--- src/rtl/vram_writer.sv ---
// rtl/vram_writer.sv - VRAM write port and front/back buffer select for the LED matrix driver
// Turns pixel/fill/swap commands into back-buffer writes; swaps only at a display frame boundary.
module vram_writer #(
  parameter int ADDR_WIDTH = 11,
  parameter int DATA_WIDTH = 32,
  parameter int BUF_WORDS  = 1024
) (
  input  logic                  clk,
  input  logic                  rst,
  input  logic                  cmd_valid,
  output logic                  cmd_ready,
  input  logic [1:0]            cmd_op,
  input  logic [4:0]            cmd_x,
  input  logic [4:0]            cmd_y,
  input  logic [5:0]            cmd_color,
  input  logic                  frame_done,
  output logic [ADDR_WIDTH-1:0] vram_wraddress,
  output logic [DATA_WIDTH-1:0] vram_data,
  output logic                  vram_wren,
  output logic                  useSecondaryBuffer,
  output logic                  swap_pending
);

  localparam int CNT_W = $clog2(BUF_WORDS);

  typedef enum logic [1:0] {
    IDLE      = 2'd0,
    FILL      = 2'd1,
    WAIT_SWAP = 2'd2
  } state_t;

  state_t                  state, state_n;
  logic [CNT_W-1:0]        cnt, cnt_n;
  logic [5:0]              fill_color, fill_color_n;
  logic [ADDR_WIDTH-1:0]   addr_n;
  logic [DATA_WIDTH-1:0]   data_n;
  logic                    wren_n;
  logic                    use_n;
  logic                    pend_n;

  assign cmd_ready = (state == IDLE);

  always_ff @(posedge clk or negedge rst) begin
    if (!rst) begin
      state              <= IDLE;
      cnt                <= '0;
      fill_color         <= '0;
      vram_wraddress     <= '0;
      vram_data          <= '0;
      vram_wren          <= 1'b0;
      useSecondaryBuffer <= 1'b0;
      swap_pending       <= 1'b0;
    end else begin
      state              <= state_n;
      cnt                <= cnt_n;
      fill_color         <= fill_color_n;
      vram_wraddress     <= addr_n;
      vram_data          <= data_n;
      vram_wren          <= wren_n;
      useSecondaryBuffer <= use_n;
      swap_pending       <= pend_n;
    end
  end

  always_comb begin
    state_n      = state;
    cnt_n        = cnt;
    fill_color_n = fill_color;
    addr_n       = vram_wraddress;
    data_n       = vram_data;
    wren_n       = 1'b0;
    use_n        = useSecondaryBuffer;
    pend_n       = swap_pending;

    case (state)
      IDLE: begin
        if (cmd_valid) begin
          case (cmd_op)
            2'b00: begin
              wren_n = 1'b1;
              addr_n = ADDR_WIDTH'({~useSecondaryBuffer, cmd_y, cmd_x});
              data_n = DATA_WIDTH'(cmd_color);
            end
            2'b01: begin
              cnt_n        = '0;
              fill_color_n = cmd_color;
              state_n      = FILL;
            end
            2'b10: begin
              pend_n  = 1'b1;
              state_n = WAIT_SWAP;
            end
            default: ;
          endcase
        end
      end

      // The buffer select alone drives the address MSB, so the counter cannot spill into the front buffer.
      FILL: begin
        wren_n = 1'b1;
        addr_n = ADDR_WIDTH'({~useSecondaryBuffer, cnt});
        data_n = DATA_WIDTH'(fill_color);
        cnt_n  = cnt + CNT_W'(1);
        if (cnt == CNT_W'(BUF_WORDS - 1)) begin
          state_n = IDLE;
        end
      end

      WAIT_SWAP: begin
        if (frame_done) begin
          use_n   = ~useSecondaryBuffer;
          pend_n  = 1'b0;
          state_n = IDLE;
        end
      end

      default: begin
        state_n      = IDLE;
        cnt_n        = '0;
        fill_color_n = '0;
        addr_n       = '0;
        data_n       = '0;
        use_n        = 1'b0;
        pend_n       = 1'b0;
      end
    endcase
  end

endmodule

--- config.mk ---
export PLATFORM = sky130hd
export DESIGN_NAME = vram_writer
export DESIGN_NICKNAME = d
export VERILOG_FILES = /design/src/rtl/vram_writer.sv
export SDC_FILE = /design/constraint.sdc
export NUM_CORES = 1
export LEC_CHECK = 0
export ABC_AREA = 0
export BUFFER_PORTS_ARGS = -buffer_cell sky130_fd_sc_hd__buf_2
export CAP_MARGIN = 20
export CORE_MARGIN = 5
export CORE_UTILIZATION = 40
export CTS_BUF_LIST = sky130_fd_sc_hd__clkbuf_16
export DETAILED_ROUTE_END_ITERATION = 10
export PLACE_DENSITY = 0.63
export SLEW_MARGIN = 5
export SYNTH_ARGS = -nofsm -noshare
export SYNTH_HDL_FRONTEND = slang
export SYNTH_SLANG_ARGS = --single-unit
--- constraint.sdc ---
create_clock -name clk -period 3.6 [get_ports clk]
set_input_delay 0.36 -clock clk [delete_from_list [all_inputs] [get_ports clk]]
set_output_delay 0.36 -clock clk [all_outputs]
set_load 0.02 [all_outputs]
==> out/metrics.cfg <==
[sta]
achievable-frequency_ghz=0.5143
slew-limit-headroom=0.4387
final.setup.tns_ns=0
report.final.hold_viol_count=0
final_setup_fails=0
final.period_utilization=0.5401
timing.final.max_slew_violations=0
final.setup_skew_ns=0.003520
worst-slew-pin-transition_ns=0.8419
grt_setup_unrepaired=no
final_period_demand_of_the_worst_path_ns=1.944

[layout]
post_route_cells_drive_above_1_share=0.2235
syn_to_final_growth_pct=14.54
nets=289
fin_cells=334
antennaDiodeCount=0

[route]
drt-pass1-iter-count=4
routed.top_layer=met4
met2_length_um=2163
routed-via-count=1616
routed_metal_1_wirelength_um=1794
drt_drc_violations_left=0
totalWireLength_um=4230
detail_route_antenna_nets=0
avgViaCountPerCell=4.838
drt-initial-drc-count=137
total_met3_wirelength_after_detailed_routing_um=218
drt-wirelength-per-cell_um=12.66

[worst_setup_path]
critical_path_endpoint_category=register
timing.critical_path.slowest_stage_cell=a21oi_1
critPathLaunch=state[0]$_DFFE_PN0P_
path_cells=inv_1, ha_1, buf_4, a21oi_1, o21ai_0
reg2reg_setup_slack_ns=1.66
timing.critical_path.from_type=register
critical_path.top_delay_family=compound AO/OA/AOI/OAI gates
cp_max_fo=26
max_stage_delay_ns=0.63
arrival_ns=2.07
r2r_cells=5
critical_path_buf_inv_count=2
crit_type=reg -> reg
worst_r2r_startpoint=state[0]$_DFFE_PN0P_
cp.required_ns=3.72
critical_path_depth=5

[logic_synthesis]
synth_area_per_cell_um2=9.373
postSynth.topFlopCell=dfrtp_1
synth_top_cell_by_area=dfrtp_1
post-synth-top-area-fraction=0.4529
synth-seq-cells=38
synth_area_um2=2100
synth_warnings=0
synth-async-reset-ratio=1.000
synthMostInstantiatedCell=dfrtp_1
post_synth_inst_count=224
synth_top_cells_by_count=dfrtp_1, buf_4, nor2_1, a21oi_1, nand2_1
ys_types=44
synth_seq_area_share=0.4529
synth-edff-count=0
synth_area_leaders=dfrtp_1, buf_4, a22oi_1

[flow_run]
drv_cap=0

[clock_network]
num_clock_sinks=38
numCtsBuffers=5
postCtsSetupBuffers=0
cts-root-buf=clkbuf_16
postCtsResizedCells=0
worst_setup_hold_path_clk_slew_ns=0.06
clock_latency_of_the_later_clocked_register_in_the_worst_skew_pair_ns=0.28
cts_max_level=2
holdBufCountCts=0
buffers_from_clock_root_to_sink_at_most=2
cts_tree=done

[global_routing]
grt.overflow.total=0
antenna_violations_before_repair=0
grt_pass1_vias=1610
largest_net_degree_at_the_start_of_global_routing=39
grt_pass1_wl_um=7238
grtUsageTotal=0.1394

[floorplan]
initial_utilization=0.4111
num_rows=26
fp.coreArea_um2=5107
die_w_um=82.45
count_of_pins_on_the_block_boundary=69
die_ht_um=82.45
floorplan.die_area_um2=6798

[power]
switching_share=0.4274
ir_drop_mv=0.5221
fraction_of_power_consumed_by_sequential_logic=0.333
comb_power_share=0.464
switchingPower_mw=0.8729
power_mw=2.042
power.density_nw_per_um2=849.2
p_clk_frac=0.204
cell_internal_pwr_mw=1.169
leakage_nw=1.153

[placed_design]
finalWeightedCongestion=0.7447
hpwlAfterDp_um=3014
post_place_cells=326
numPortBuffers=42

[status]
status=finished clean

[worst_hold_path]
kind_of_path_behind_the_tightest_hold_check=in -> async

[registers in the layout, summed over array words and instances (netlist names)]
register,flops
vram_wraddress,11
useSecondaryBuffer,1
swap_pending,1
cnt,10
fill_color,6
vram_wren,1
vram_data,6
state,2
[through the flow]
stage	util	hold slack, ns	instance area (µm²)	worst slack (ns)
floorplan	-	0.06441	2193	1.875
global placement	0.4432	0.4712	2263	1.656
detailed placement	0.4432	0.4754	2263	1.600
CTS	0.4708	0.2332	2405	1.596
global route	0.4708	0.2826	2405	1.458
finish	0.4708	0.1891	2405	1.656
[layout make-up]
cell class                      count  area, µm²
Timing Repair Buffer               45      232.7
Inverter                           11      41.29
Tap cell                           70      87.58
Multi-Input combinational cell    162      950.9
Clock buffer                        5      125.1
Clock inverter                      3      16.27
Fill cell                         491       2703
Sequential cell                    38      950.9
[layer usage]
layer,global-route usage,vias up
met4,0.04485,0
met5,0,-
li1,-,811
met2,0.2324,37
met3,0.04121,7
met1,0.1722,761
[power groups by stage]
stage	clock, mW	sequential [mW]	combinational (mW)
floorplan	0	0.819	0.593
global placement	0	0.689	0.949
detailed placement	0	0.687	0.963
CTS	0.430	0.681	0.969
global route	0.454	0.703	1.07
finish	0.416	0.679	0.947
[cell usage in the layout (no fill, tap or decap), types with 2 or more instances in the layout]
| master | instances |
|---|---|
| buf_2 | 42 |
| dfrtp_1 | 38 |
| conb_1 | 26 |
| nor2_1 | 19 |
| nand2_1 | 16 |
| a21oi_1 | 16 |
| nand3_1 | 14 |
| a22oi_1 | 14 |
| inv_1 | 11 |
| o21ai_1 | 8 |
| clkbuf_16 | 5 |
| nand2b_1 | 4 |
| o21ai_0 | 4 |
| a22o_1 | 4 |
| ha_1 | 4 |
| buf_4 | 3 |
| nor2b_1 | 2 |
| a221o_1 | 2 |
| nand4_1 | 2 |
| a31oi_1 | 2 |
| or4b_1 | 2 |
[cells by family after synthesis]
logic type                 count (synthesis)  share of synthesized area
and+or+nand+nor                           70                     0.1800
buffers and inverters                     49                     0.1389
xor gates and xnor gates                   1                   0.004172
DFF                                       38                     0.4529
adders and majority gates                  4                    0.02384
other                                      1                   0.001786
muxes                                      4                    0.02264
AOI/OAI and AO/OA                         57                     0.1758
[worst paths after layout]
kind	endpoint
min in group clk	fill_color[0]$_DFFE_PN0P_
max	fill_color[3]$_DFFE_PN0P_
min	cnt[7]$_DFFE_PN0P_
max in group asynchronous	vram_wraddress[10]$_DFFE_PN0P_
max reg2reg	fill_color[3]$_DFFE_PN0P_
min reg2reg	vram_wraddress[10]$_DFFE_PN0P_
Power figures use the tool's default switching activity.
